<file path="src/rtl/load_rd_queue_if.sv">
// Issue / write-back / hazard-query bundle between decode, the load rd queue
// and the register-file write port.
interface load_rd_queue_if #(
    parameter int DEPTH    = 4,
    parameter int REG_BITS = 5,
    parameter int NUM_REGS = 32
);
    localparam int CNT_W = $clog2(DEPTH) + 1;

    logic                issue_valid;
    logic [REG_BITS-1:0] issue_rd;
    logic                issue_ready;
    logic                resp_valid;
    logic [REG_BITS-1:0] wb_rd_in;
    logic [REG_BITS-1:0] wb_rd;
    logic                wb_is_load;
    logic                flush;
    logic [REG_BITS-1:0] query_rs1;
    logic [REG_BITS-1:0] query_rs2;
    logic                hazard;
    logic [NUM_REGS-1:0] pending_mask;
    logic [CNT_W-1:0]    count;
    logic                underflow_err;

    modport master (
        output issue_valid, issue_rd, resp_valid, wb_rd_in, flush, query_rs1, query_rs2,
        input  issue_ready, wb_rd, wb_is_load, hazard, pending_mask, count, underflow_err
    );

    modport slave (
        input  issue_valid, issue_rd, resp_valid, wb_rd_in, flush, query_rs1, query_rs2,
        output issue_ready, wb_rd, wb_is_load, hazard, pending_mask, count, underflow_err
    );
endinterface

</file>
<file path="src/rtl/load_rd_queue.sv">
// In-order queue of destination registers for outstanding loads, with
// same-cycle bypass, flush, pending-register scoreboard and sticky underflow flag.
module load_rd_queue #(
    parameter int DEPTH    = 4,
    parameter int REG_BITS = 5,
    parameter int NUM_REGS = 32
) (
    input logic           clk,
    input logic           rst_n,
    load_rd_queue_if.slave bus
);
    localparam int PTR_W = $clog2(DEPTH);
    localparam int CNT_W = PTR_W + 1;

    logic [REG_BITS-1:0] mem [DEPTH];
    logic [PTR_W-1:0]    wptr;
    logic [PTR_W-1:0]    rptr;
    logic [CNT_W-1:0]    cnt;
    logic                uflow;

    logic                empty;
    logic                full;
    logic                pop;
    logic                bypass;
    logic                push;
    logic                noMatch;
    logic [NUM_REGS-1:0] mask;
    logic [PTR_W-1:0]    idx;

    assign empty   = (cnt == '0);
    assign full    = (cnt == CNT_W'(DEPTH));
    assign pop     = bus.resp_valid && !empty;
    assign bypass  = bus.resp_valid && empty && bus.issue_valid;
    assign noMatch = bus.resp_valid && empty && !bus.issue_valid;
    // A bypassed load is consumed this cycle, so it never occupies a slot.
    assign push    = bus.issue_valid && !full && !bypass && !bus.flush;

    always_comb begin
        bus.wb_rd      = bus.wb_rd_in;
        bus.wb_is_load = 1'b0;
        if (pop) begin
            bus.wb_rd      = mem[rptr];
            bus.wb_is_load = 1'b1;
        end else if (bypass) begin
            bus.wb_rd      = bus.issue_rd;
            bus.wb_is_load = 1'b1;
        end
    end

    always_ff @(posedge clk or negedge rst_n) begin
        if (!rst_n) begin
            wptr  <= '0;
            rptr  <= '0;
            cnt   <= '0;
            uflow <= 1'b0;
        end else begin
            uflow <= uflow | noMatch;
            if (bus.flush) begin
                cnt  <= '0;
                rptr <= wptr;
            end else begin
                if (push) wptr <= wptr + PTR_W'(1);
                if (pop)  rptr <= rptr + PTR_W'(1);
                case ({push, pop})
                    2'b10:   cnt <= cnt + CNT_W'(1);
                    2'b01:   cnt <= cnt - CNT_W'(1);
                    default: cnt <= cnt;
                endcase
            end
        end
    end

    // Entry storage holds data only; validity is tracked by the pointers.
    always_ff @(posedge clk) begin
        if (push) mem[wptr] <= bus.issue_rd;
    end

    // Walk the live window from head; register 0 is never reported pending.
    always_comb begin
        mask = '0;
        idx  = '0;
        for (int i = 0; i < DEPTH; i++) begin
            idx = rptr + PTR_W'(i);
            if ((CNT_W'(i) < cnt) && (int'(mem[idx]) < NUM_REGS))
                mask[mem[idx]] = 1'b1;
        end
        mask[0] = 1'b0;
    end

    assign bus.pending_mask  = mask;
    assign bus.hazard        = mask[bus.query_rs1] | mask[bus.query_rs2];
    assign bus.issue_ready   = !full;
    assign bus.count         = cnt;
    assign bus.underflow_err = uflow;
endmodule

</file>
<file path="src/flat_wrapper.sv">
// flat-port wrapper written by rule: the top's interface ports become plain ports
module load_rd_queue_flat 
#(
    parameter int DEPTH    = 4,
    parameter int REG_BITS = 5,
    parameter int NUM_REGS = 32
)
  (clk, rst_n, bus_issue_valid, bus_issue_rd, bus_resp_valid, bus_wb_rd_in, bus_flush, bus_query_rs1, bus_query_rs2, bus_issue_ready, bus_wb_rd, bus_wb_is_load, bus_hazard, bus_pending_mask, bus_count, bus_underflow_err);
  load_rd_queue_if #(.DEPTH(DEPTH), .REG_BITS(REG_BITS), .NUM_REGS(NUM_REGS)) bus_i ();
  input logic clk;
  input logic rst_n;
  input wire logic [$bits(bus_i.issue_valid)-1:0] bus_issue_valid;
  input wire logic [$bits(bus_i.issue_rd)-1:0] bus_issue_rd;
  input wire logic [$bits(bus_i.resp_valid)-1:0] bus_resp_valid;
  input wire logic [$bits(bus_i.wb_rd_in)-1:0] bus_wb_rd_in;
  input wire logic [$bits(bus_i.flush)-1:0] bus_flush;
  input wire logic [$bits(bus_i.query_rs1)-1:0] bus_query_rs1;
  input wire logic [$bits(bus_i.query_rs2)-1:0] bus_query_rs2;
  output wire logic [$bits(bus_i.issue_ready)-1:0] bus_issue_ready;
  output wire logic [$bits(bus_i.wb_rd)-1:0] bus_wb_rd;
  output wire logic [$bits(bus_i.wb_is_load)-1:0] bus_wb_is_load;
  output wire logic [$bits(bus_i.hazard)-1:0] bus_hazard;
  output wire logic [$bits(bus_i.pending_mask)-1:0] bus_pending_mask;
  output wire logic [$bits(bus_i.count)-1:0] bus_count;
  output wire logic [$bits(bus_i.underflow_err)-1:0] bus_underflow_err;
  assign bus_i.issue_valid = bus_issue_valid;
  assign bus_i.issue_rd = bus_issue_rd;
  assign bus_i.resp_valid = bus_resp_valid;
  assign bus_i.wb_rd_in = bus_wb_rd_in;
  assign bus_i.flush = bus_flush;
  assign bus_i.query_rs1 = bus_query_rs1;
  assign bus_i.query_rs2 = bus_query_rs2;
  assign bus_issue_ready = bus_i.issue_ready;
  assign bus_wb_rd = bus_i.wb_rd;
  assign bus_wb_is_load = bus_i.wb_is_load;
  assign bus_hazard = bus_i.hazard;
  assign bus_pending_mask = bus_i.pending_mask;
  assign bus_count = bus_i.count;
  assign bus_underflow_err = bus_i.underflow_err;
  load_rd_queue #(.DEPTH(DEPTH), .REG_BITS(REG_BITS), .NUM_REGS(NUM_REGS)) u_core (.clk(clk), .rst_n(rst_n), .bus(bus_i));
endmodule
</file>
<file path="config.mk">
export PLATFORM = sky130hd
export DESIGN_NAME = load_rd_queue_flat
export DESIGN_NICKNAME = d
export VERILOG_FILES = /design/src/rtl/load_rd_queue_if.sv /design/src/rtl/load_rd_queue.sv /design/src/flat_wrapper.sv
export SDC_FILE = /design/constraint.sdc
export NUM_CORES = 1
export LEC_CHECK = 0
export ABC_AREA = 1
export BUFFER_PORTS_ARGS = -buffer_cell sky130_fd_sc_hd__clkbuf_2
export CAP_MARGIN = 20
export CELL_PAD_IN_SITES_DETAIL_PLACEMENT = 1
export CELL_PAD_IN_SITES_GLOBAL_PLACEMENT = 1
export CORE_MARGIN = 4
export CORE_UTILIZATION = 42
export DETAILED_ROUTE_END_ITERATION = 8
export PLACE_DENSITY_LB_ADDON = 0.3
export RECOVER_POWER = 100
export SLEW_MARGIN = 20
export SYNTH_ARGS = -nofsm -noshare
export SYNTH_HDL_FRONTEND = slang
export SYNTH_SLANG_ARGS = --single-unit
</file>
<file path="constraint.sdc">
create_clock -name clk -period 3.8 [get_ports clk]
set_input_delay 0.57 -clock clk [delete_from_list [all_inputs] [get_ports clk]]
set_output_delay 0.57 -clock clk [all_outputs]
set_load 0.02 [all_outputs]
</file>
After elaboration in Yosys (flattened, before gate mapping)
Memories as Yosys holds them, arrays and structs flattened.
Index checks and enable logic that the tools add are counted.

cells by class
  add/subtract/negate cells = 6
  $lt $le $gt $ge = 14
  equality and inequality tests = 3
  mux-type cells = 26
  bitwise logic cells = 6
  reductions and logical operators = 20

operators by type and width
  cell                 number
  $mux 32              4
  $or 32x32->32        3
  $lt 5x6->1 const B   6
  $demux 1 s5          4
  $ge 5x1->1 const B   4
  $logic_and 1x1->1    11
  $bmux 1 s5           2
  $mux 1               10
  $mux 5               2
  $lt 1x3->1 const A   2
  $lt 2x3->1 const A   2
  $pmux 3 s2           1
  $logic_not 1->1      5
  $add 2x1->2 const B  2
  $add 2x2->2 const B  2
  $mux 2               2
  $add 3x1->3 const B  1
  $eq 3x3->1 const B   1
  $logic_not 3->1      1
  $mux 3               1
  $reduce_bool 3->1    1
  $sub 3x1->3 const B  1
  $eq 2x1->1 const B   1
  $eq 2x2->1 const B   1
  other kinds (4)      5

word-level totals
  register bits = 8
  memory bits (writable) = 20
  input bits = 25
  output and inout port bits = 44
  word-level logic and storage cells = 80
  memories = 1

memory list
  name        depth  bits a word  read ports  clocked after Yosys merged registers in  wr ports  RTL line             RTL
  u_core.mem  4      5            4           0                                        1         load_rd_queue.sv:15  logic [REG_BITS-1:0] mem [DEPTH];

Depth between registers and ports, before layout
Gate-level depths: netlist of run 1.
An unclocked memory read counts as a cell.

  depth in word-level cells = 15
  depth in mapped cells = 20
  depth with buffers taken out = 18

Least setup slack after synthesis of run 1
No wires, ideal clock.

  kind = register to output
  from = register u_core.cnt[2], in the netlist u_core.bus.count[2]
  to = output port bus_hazard
  arrival time = 2.087 ns
  data required time = 3.230 ns
  setup slack = 1.143 ns
  cell stages (with the launch flop) = 16
  buffers on the path = 1
  path through = dfrtp_1 > buf_4 > inv_1 > o21ai_1 > nand3_1 > nor2_1 > nor2_1 > nand2_1 > nand2_1 > nand2_1 > nor2_1 > nand2_1 > nand3_1 > nand3_1 > nand2_1 > nand3_1

between the ends
  word-level cells in the longest chain between the ends = 11
  elaborated cells on any way between the ends = 16
  those cells by class = order compare: 4; mux: 8; bitwise: 4

RTL lines
  element                         RTL line             RTL
  from (decl)                     load_rd_queue.sv:18  logic [CNT_W-1:0] cnt;
  from (signal assigned)          load_rd_queue.sv:65  2'b10: cnt <= cnt + CNT_W'(1);
  from (signal assigned)          load_rd_queue.sv:66  2'b01: cnt <= cnt - CNT_W'(1);
  from (signal assigned)          load_rd_queue.sv:67  default: cnt <= cnt;
  $lt 1x3->1                      load_rd_queue.sv:84  if ((CNT_W'(i) < cnt) && (int'(mem[idx]) < NUM_REGS))
  $mux 32                         load_rd_queue.sv:84
  $or 32x32->32 (no source line)  n/a
  $mux 32                         load_rd_queue.sv:84
  $or 32x32->32 (no source line)  n/a
  $mux 32                         load_rd_queue.sv:84
  $or 32x32->32 (no source line)  n/a
  $mux 32 *                       load_rd_queue.sv:84
  via bus_pending_mask[20]        flat_wrapper.sv:23   output wire logic [$bits(bus_i.pending_mask)-1:0] bus_pending_mask;
  $bmux 1 s5                      load_rd_queue.sv:91  assign bus.hazard = mask[bus.query_rs1] | mask[bus.query_rs2];
  $mux 1 (implied by the code)    load_rd_queue.sv:91
  $or 1x1->1 *                    load_rd_queue.sv:91
  to (decl)                       flat_wrapper.sv:22   output wire logic [$bits(bus_i.hazard)-1:0] bus_hazard;

Mark *: on every way through the listed nets, which the timed path passes. The rest lies on a longest branch. The select of a mux whose other input is x is not followed.

Worst setup path after layout of run 1
  from = register u_core.rptr[0]
  to = output port bus_hazard

between the ends
  word-level cells in the longest chain between the ends = 15
  elaborated cells on any way between the ends = 36
  those cells by class = add/sub: 3; order compare: 8; mux: 16; bitwise: 4; reduce/logical: 4; memory: 1

RTL lines
  element                                                            RTL line             RTL
  from (decl)                                                        load_rd_queue.sv:17  logic [PTR_W-1:0] rptr;
  from (signal assigned)                                             load_rd_queue.sv:60  rptr <= wptr;
  from (signal assigned)                                             load_rd_queue.sv:63  if (pop) rptr <= rptr + PTR_W'(1);
  $add 2x1->2 or $mem_v2 4x5 (tied branches)                         n/a
  $mem_v2 4x5 *                                                      n/a
  $lt 5x6->1 (implied by the code), or another cell as far along     load_rd_queue.sv:85  mask[mem[idx]] = 1'b1;
  $logic_and 1x1->1 (implied by the code) or $mux 1 (tied branches)  load_rd_queue.sv:85
  $mux 1 (implied by the code) or $demux 1 s5 (tied branches)        n/a
  $demux 1 s5 or $mux 32 (tied branches)                             n/a
  $or 32x32->32 (no source line)                                     n/a
  $mux 32                                                            load_rd_queue.sv:84
  $or 32x32->32 (no source line)                                     n/a
  $mux 32                                                            load_rd_queue.sv:84
  $or 32x32->32 (no source line)                                     n/a
  $mux 32 *                                                          load_rd_queue.sv:84
  $bmux 1 s5                                                         load_rd_queue.sv:91
  $mux 1 (implied by the code)                                       load_rd_queue.sv:91
  $or 1x1->1 *                                                       load_rd_queue.sv:91

Mark *: on every way between the ends. The rest lies on a longest branch, timed or not. The select of a mux whose other input is x is not followed.

==> results.py, run 1 <==
metrics = {
    "outcome": {
        "status": "complete, no violations",
    },
    "run": {
        "maxCapViolations": 0,
    },
    "timing": {
        "final_min_period_over_clock_period_pct": 92.1,
        "fmax_achieved_mhz": 286,
        "tightestPinTransition_ps": 639,
        "final.min_clock_period_ps": 3500,
        "final-hold-violation-count": 0,
        "clock_skew_ps": 5.32,
        "finalSetupViolCount": 0,
        "finalMaxSlewViolations": 0,
        "finalSetupTns_ps": 0,
        "timing.slew.headroom_pct": 57.3,
        "grt_setup_unrepaired": "false",
    },
    "floorplanning": {
        "initial_core_util_pct": 43.7,
        "dieHeight_um": 107,
        "dieArea_um2": 11400,
        "die_width_um": 107,
        "design.core.area_um2": 9370,
        "fp-row-count": 35,
        "io-pin-count": 69,
    },
    "setup_path": {
        "crit_path_max_fanout": 11,
        "critical_path.slowest_cell": "sky130_fd_sc_hd__dfrtp_4",
        "critical-path-top-delay-family": "simple AND/OR/NAND/NOR gates",
        "slowest_delay_ps": 580,
        "req_time_crit_path_ps": 3230,
        "worstPathArrival_ps": 2930,
        "cell_mode_on_critical_path": "sky130_fd_sc_hd__nand2_1",
        "criticalPathCategory": "flop to output pin",
        "crit_path_cell_trace": "clkbuf_4 -> nand2_1 -> nand2_1 -> nand2_1 -> nand2_1 -> nand3_1 -> nor2_1 -> nor2_1 -> nand2_1 -> nand2_1 -> nand2_1 -> nor2_1 -> nand2_1 -> nand3_1 -> nand3_1 -> nand2_1 -> nand3_1 -> clkbuf_2",
        "crit_path_start_kind": "flop",
        "endpoint_kind": "output pin",
        "critPathBufInv": 2,
    },
    "route": {
        "starting_drc_count_in_detailed_routing": 377,
        "drt_first_pass_iters": 5,
        "route.vias.total": 5191,
        "routed_wire_length_per_instance_um": 19.0,
        "post-route-drc-count": 0,
        "totalWireLength_um": 17800,
        "vias_per_cell": 5.56,
        "route.antenna.remaining_nets": 0,
    },
    "placed_design": {
        "place_hpwl_um": 14700,
        "number_of_buffers_inserted_by_port_buffering": 67,
        "routabilityCongestion": 1.01,
        "placed_cells": 928,
    },
    "synth": {
        "ys_seq_area_share_pct": 19.5,
        "synth_async_sr_flop_share_pct": 28.6,
        "syn-num-nets": 779,
        "postSynthAreaPerCell_um2": 5.49,
        "yosys_most_used_dff": "sky130_fd_sc_hd__edfxtp_1",
        "synthesis.instances": 747,
        "synthDistinctLibCells": 34,
        "postSynthRegisterBits": 28,
        "synth_edf_count": 20,
        "synth_area_um2": 4100,
        "synth.yosys.warnings": 0,
    },
    "layout": {
        "most-common-layout-cells": "sky130_fd_sc_hd__nand2_1 (226), sky130_fd_sc_hd__nor2_1 (183), sky130_fd_sc_hd__nand3_1 (111), sky130_fd_sc_hd__inv_1 (52), sky130_fd_sc_hd__clkbuf_2 (35)",
        "finalNetCount": 837,
        "num_antenna_cells": 0,
        "stdcell_count": 933,
        "register_area_um2": 806,
        "fraction_of_layout_instances_using_a_drive_strength_above_1_pct": 14.1,
        "layout_commonest_cell": "sky130_fd_sc_hd__nand2_1",
        "syn2layout_area_growth_pct": 10.7,
        "filler_cell_count": 1457,
        "area_used_by_multi_input_combinational_logic_um2": 2900,
        "utilization_pct": 48.4,
    },
    "cts": {
        "tritoncts_num_sinks": 28,
        "tritoncts": "yes",
        "cts-root-to-sink-buffers": 2,
        "clk-insertion-delay-late_ps": 280,
        "cts.reportedPaths.clkPinSlew_ps": 110,
        "clockRootBuffer": "sky130_fd_sc_hd__clkbuf_8",
        "cts_inserted_buffers": 3,
        "clock_tree.htree_level_count": 1,
    },
    "power": {
        "powerDensity_nw_per_um2": 727,
        "vdd_ir_drop_max_mv": 0.384,
        "leakage_nw": 2.26,
        "report.power.total_mw": 3.30,
    },
    "grt": {
        "gr-usage-all-layers_pct": 31.8,
        "grt_pass1_vias": 5337,
        "grt_pass1_wl_um": 28400,
        "number_of_antenna_violations_at_the_first_check_in_global_routing": 0,
        "grt_overflow_total": 0,
        "grt_max_degree": 28,
    },
    "hold_path": {
        "holdCritPathClass": "input pin to asynchronous set/reset pin",
    },
}
==> report_power, final <==
group,switching (mW),total [mW],internal (mW)
registers,0.0934,0.481,0.387
clock network,0.101,0.243,0.141
logic,1.97,2.58,0.609
total,2.16,3.30,1.14
==> per-stage QoR <==
stage	worst slack, ps	area (um^2)	hold slack (ps)
6_report	302	4540	220
5_1_grt	45.0	4540	247
4_1_cts	47.9	4560	135
3_5_place_dp	283	4480	441
3_3_place_gp	404	4480	436
2_1_floorplan	1140	4100	274
==> metal layers <==
| layer | up-vias | share of wire (%) | GRT usage (%) |
|---|---|---|---|
| li1 | 2491 | - | - |
| met1 | 2504 | 47 | 45.4 |
| met2 | 173 | 45 | 50.8 |
| met3 | 23 | 6.9 | 5.54 |
| met4 | 0 | 1.4 | 5.66 |
| met5 | - | 0 | 0 |
==> path summary, 6_finish.rpt <==
path / start / to / slack, ps / depth (start not counted)
hold / removal: rst_n / u_core.bus.count[2] / 220 / 1
setup reg to reg: u_core.bus.count[1] / u_core.bus.count[2] / 1620 / 10
min in group clk: u_core.bus.underflow_err / u_core.bus.underflow_err / 490 / 1
hold reg to reg: u_core.bus.underflow_err / u_core.bus.underflow_err / 490 / 1
setup / recovery: u_core.rptr[0] / bus_hazard / 300 / 18
max in group asynchronous: rst_n / u_core.rptr[0] / 3180 / 1
==> repair_timing <==
action,CTS,global route
buffers inserted,0,1
setup endpoints to repair,1,1
endpoints found under the hold margin,0,0
resized for setup,1,8
hold buffers,0,0
==> area by class of cell <==
| class | count | share of cell area [%] |
|---|---|---|
| well taps | 129 | 3.56 |
| multi-input cells | 630 | 63.9 |
| clock inverters | 1 | 0.662 |
| clock buffers | 3 | 0.910 |
| repair buffers | 70 | 7.00 |
| flip-flops and latches | 28 | 17.8 |
| inverters | 72 | 6.17 |
==> cell families (layout without fill, tap and decap cells) <==
family	after synthesis	count (layout)	synth area share, %
compound gates	49	49	6.62
simple gates	572	572	61.6
fa+ha+maj	7	7	2.14
other cells	1	1	0.0915
buf+inv	89	146	9.83
xor+xnor	1	1	0.214
flops	28	28	19.5
==> flip-flops by register name (all words and copies together) (netlist names) <==
register                  count
u_core.rptr                   2
u_core.bus.count              3
u_core.bus.underflow_err      1
u_core.mem                   20
u_core.wptr                   2
==> cell usage after synthesis (4+ instances only) <==
master                     number  area [um^2]
sky130_fd_sc_hd__buf_6          6         67.6
sky130_fd_sc_hd__o21ai_0       10         50.1
sky130_fd_sc_hd__inv_1         52          195
sky130_fd_sc_hd__nor2_1       184          691
sky130_fd_sc_hd__nand3_1      112          561
sky130_fd_sc_hd__nand2_1      226          848
sky130_fd_sc_hd__ha_1           7         87.6
sky130_fd_sc_hd__buf_4          4         30.0
sky130_fd_sc_hd__inv_2         17         63.8
sky130_fd_sc_hd__dfrtp_1        8          200
sky130_fd_sc_hd__o21ai_1        5         25.0
sky130_fd_sc_hd__a31oi_1        5         31.3
sky130_fd_sc_hd__nand2_2       18          113
sky130_fd_sc_hd__edfxtp_1      20          601
sky130_fd_sc_hd__a21oi_1       22          110
sky130_fd_sc_hd__nand3_2       19          190
No activity file was read; power rests on OpenSTA's default activity.
==> run 2: changes to the inputs <==
--- a/config.mk
+++ b/config.mk
@@ -15,6 +15,7 @@
 export DETAILED_ROUTE_END_ITERATION = 8
 export PLACE_DENSITY_LB_ADDON = 0.3
 export RECOVER_POWER = 100
+export REMOVE_ABC_BUFFERS = 1
 export SLEW_MARGIN = 20
 export SYNTH_ARGS = -nofsm -noshare
 export SYNTH_HDL_FRONTEND = slang
==> results.py, run 2 (synthesis results as in run 1) <==
metrics = {
    "timing": {
        "final.min_clock_period_ps": 3550,
        "tightestPinTransition_ps": 596,
        "finalSetupTns_ps": 0,
        "final_min_period_over_clock_period_pct": 93.5,
        "finalSetupViolCount": 0,
        "timing.slew.headroom_pct": 60.1,
        "setup_ws_ps": 246,
        "fmax_achieved_mhz": 281,
        "final-hold-violation-count": 0,
        "clock_skew_ps": 2.56,
        "grt_setup_unrepaired": "false",
        "finalMaxSlewViolations": 0,
    },
    "power": {
        "leakage_nw": 2.24,
        "powerDensity_nw_per_um2": 712,
        "vdd_ir_drop_max_mv": 0.344,
    },
    "layout": {
        "filler_cell_count": 1467,
        "register_with_the_most_flip_flops": "u_core.mem",
        "finish.instance_area_um2": 4500,
        "most-common-layout-cells": "sky130_fd_sc_hd__nand2_1 (226), sky130_fd_sc_hd__nor2_1 (184), sky130_fd_sc_hd__nand3_1 (113), sky130_fd_sc_hd__inv_1 (53), sky130_fd_sc_hd__clkbuf_1 (37)",
        "utilization_pct": 48.0,
        "layout_commonest_cell": "sky130_fd_sc_hd__nand2_1",
        "stdcell_count": 933,
        "syn2layout_area_growth_pct": 9.77,
        "area_used_by_multi_input_combinational_logic_um2": 2890,
        "finalNetCount": 837,
        "register_area_um2": 803,
        "num_antenna_cells": 0,
        "fraction_of_layout_instances_using_a_drive_strength_above_1_pct": 12.9,
        "largest_register_ffs": 20,
    },
    "cts": {
        "post_cts.resized_instances": 0,
        "cts_inserted_buffers": 3,
        "clock_tree.htree_level_count": 1,
        "clk-insertion-delay-late_ps": 270,
        "cts.hold.buffers_added": 0,
        "tritoncts_num_sinks": 28,
        "cts.reportedPaths.clkPinSlew_ps": 100,
        "tritoncts": "yes",
        "clockRootBuffer": "sky130_fd_sc_hd__clkbuf_8",
        "cts_setup_buffers": 0,
        "cts-root-to-sink-buffers": 2,
    },
    "setup_path": {
        "critical_path.slowest_cell": "sky130_fd_sc_hd__dfrtp_2",
        "slowest_delay_ps": 500,
        "crit_path_max_fanout": 14,
        "reg2reg_from": "u_core.bus.count[0]",
        "critPathBufInv": 4,
        "cell_mode_on_critical_path": "sky130_fd_sc_hd__nand2_1",
        "crit_path_cell_trace": "buf_4 -> o21ai_1 -> nand2_1 -> nand2_1 -> nand3_1 -> inv_2 -> nand2_1 -> nand2_1 -> nor2_1 -> inv_2 -> nand2_1 -> nand3_1 -> nand3_1 -> nand2_1 -> nand2_1 -> nand3_1 -> clkbuf_2",
        "worstPathArrival_ps": 2980,
        "req_time_crit_path_ps": 3230,
        "timing.critical_path.from": "u_core.rptr[0]",
        "crit_path_start_kind": "flop",
        "critical-path-top-delay-family": "simple AND/OR/NAND/NOR gates",
        "endpoint_kind": "output pin",
        "criticalPathCategory": "flop to output pin",
    },
    "placed_design": {
        "place_hpwl_um": 14500,
        "placed_cells": 929,
        "place_worst_setup_slack_ps": 503,
        "number_of_buffers_inserted_by_port_buffering": 67,
        "routabilityCongestion": 0.988,
        "instance_area_after_placement_um2": 4490,
    },
    "floorplanning": {
        "io-pin-count": 69,
        "initial_core_util_pct": 43.7,
        "design.core.area_um2": 9370,
        "die_width_um": 107,
        "fp-row-count": 35,
        "dieHeight_um": 107,
        "dieArea_um2": 11400,
    },
    "route": {
        "starting_drc_count_in_detailed_routing": 337,
        "post-route-drc-count": 0,
        "routed_wire_length_per_instance_um": 18.2,
        "route.vias.total": 5137,
        "totalWireLength_um": 17000,
        "route.antenna.remaining_nets": 0,
        "vias_per_cell": 5.51,
        "drt_first_pass_iters": 5,
    },
    "grt": {
        "grt_pass1_wl_um": 27100,
        "grt_overflow_total": 0,
        "gr-usage-all-layers_pct": 30.0,
        "grt_pass1_vias": 5125,
        "grt_max_degree": 28,
        "number_of_antenna_violations_at_the_first_check_in_global_routing": 0,
    },
    "outcome": {
        "status": "complete, no violations",
    },
    "hold_path": {
        "holdCritPathClass": "input pin to asynchronous set/reset pin",
    },
    "run": {
        "maxCapViolations": 0,
    },
}
## run 2: changes by cell type in the layout (fill, tap and decap cells not counted), sizes merged
cell    change
bufinv      -1
buf         +1
## run 2: path summary, 6_finish.rpt
| path | to | slack, ps | cells after the start |
|---|---|---|---|
| worst max-delay path | bus_hazard | 250 | 17 |
| worst min-delay path | u_core.wptr[1] | 260 | 1 |
| worst max register to register | u_core.bus.count[2] | 1520 | 10 |
| worst min register to register | u_core.bus.underflow_err | 490 | 1 |
| max in group asynchronous | u_core.rptr[0] | 3130 | 1 |
| min in group clk | u_core.bus.underflow_err | 490 | 1 |
## run 2: power breakdown
group | internal, mW | leakage [nW] | switching [mW]
combinational | 0.602 | 1.93 | 1.94
sequential | 0.385 | 0.274 | 0.0867
clock | 0.0928 | 0.0288 | 0.0943
## run 2: metrics by stage
step	hold slack (ps)	power, mW
floorplan	274	2.22
global placement	453	2.91
detailed placement	454	3.00
CTS	153	3.19
global route	266	3.47
finish	256	3.20
## run 2: final cells by class
class	instances	area share, %
Multi-Input combinational cell	630	64.2
Clock buffer	4	1.22
Sequential cell	28	17.9
Timing Repair Buffer	70	6.92
Inverter	72	6.17
Tap cell	129	3.59
## run 2: worst register-to-register path: stages, from the launching register on
cell,delay [ps]
sky130_fd_sc_hd__dfrtp_1,420
sky130_fd_sc_hd__inv_1,180
sky130_fd_sc_hd__ha_1,230
sky130_fd_sc_hd__nand3_1,140
sky130_fd_sc_hd__nand4_1,280
sky130_fd_sc_hd__inv_1,130
sky130_fd_sc_hd__nor2_1,260
sky130_fd_sc_hd__nor2_1,80
sky130_fd_sc_hd__nor3_1,260
sky130_fd_sc_hd__o21ai_0,120
sky130_fd_sc_hd__a21oi_1,110
## run 2: metal layers
layer | part of all wire [%] | routed length, um | global-route usage, %
met5 | 0 | 0 | 0
met4 | 0.62 | 106 | 2.74
met3 | 7.2 | 1230 | 3.25
met2 | 45 | 7650 | 47.9
met1 | 47 | 8010 | 45.1
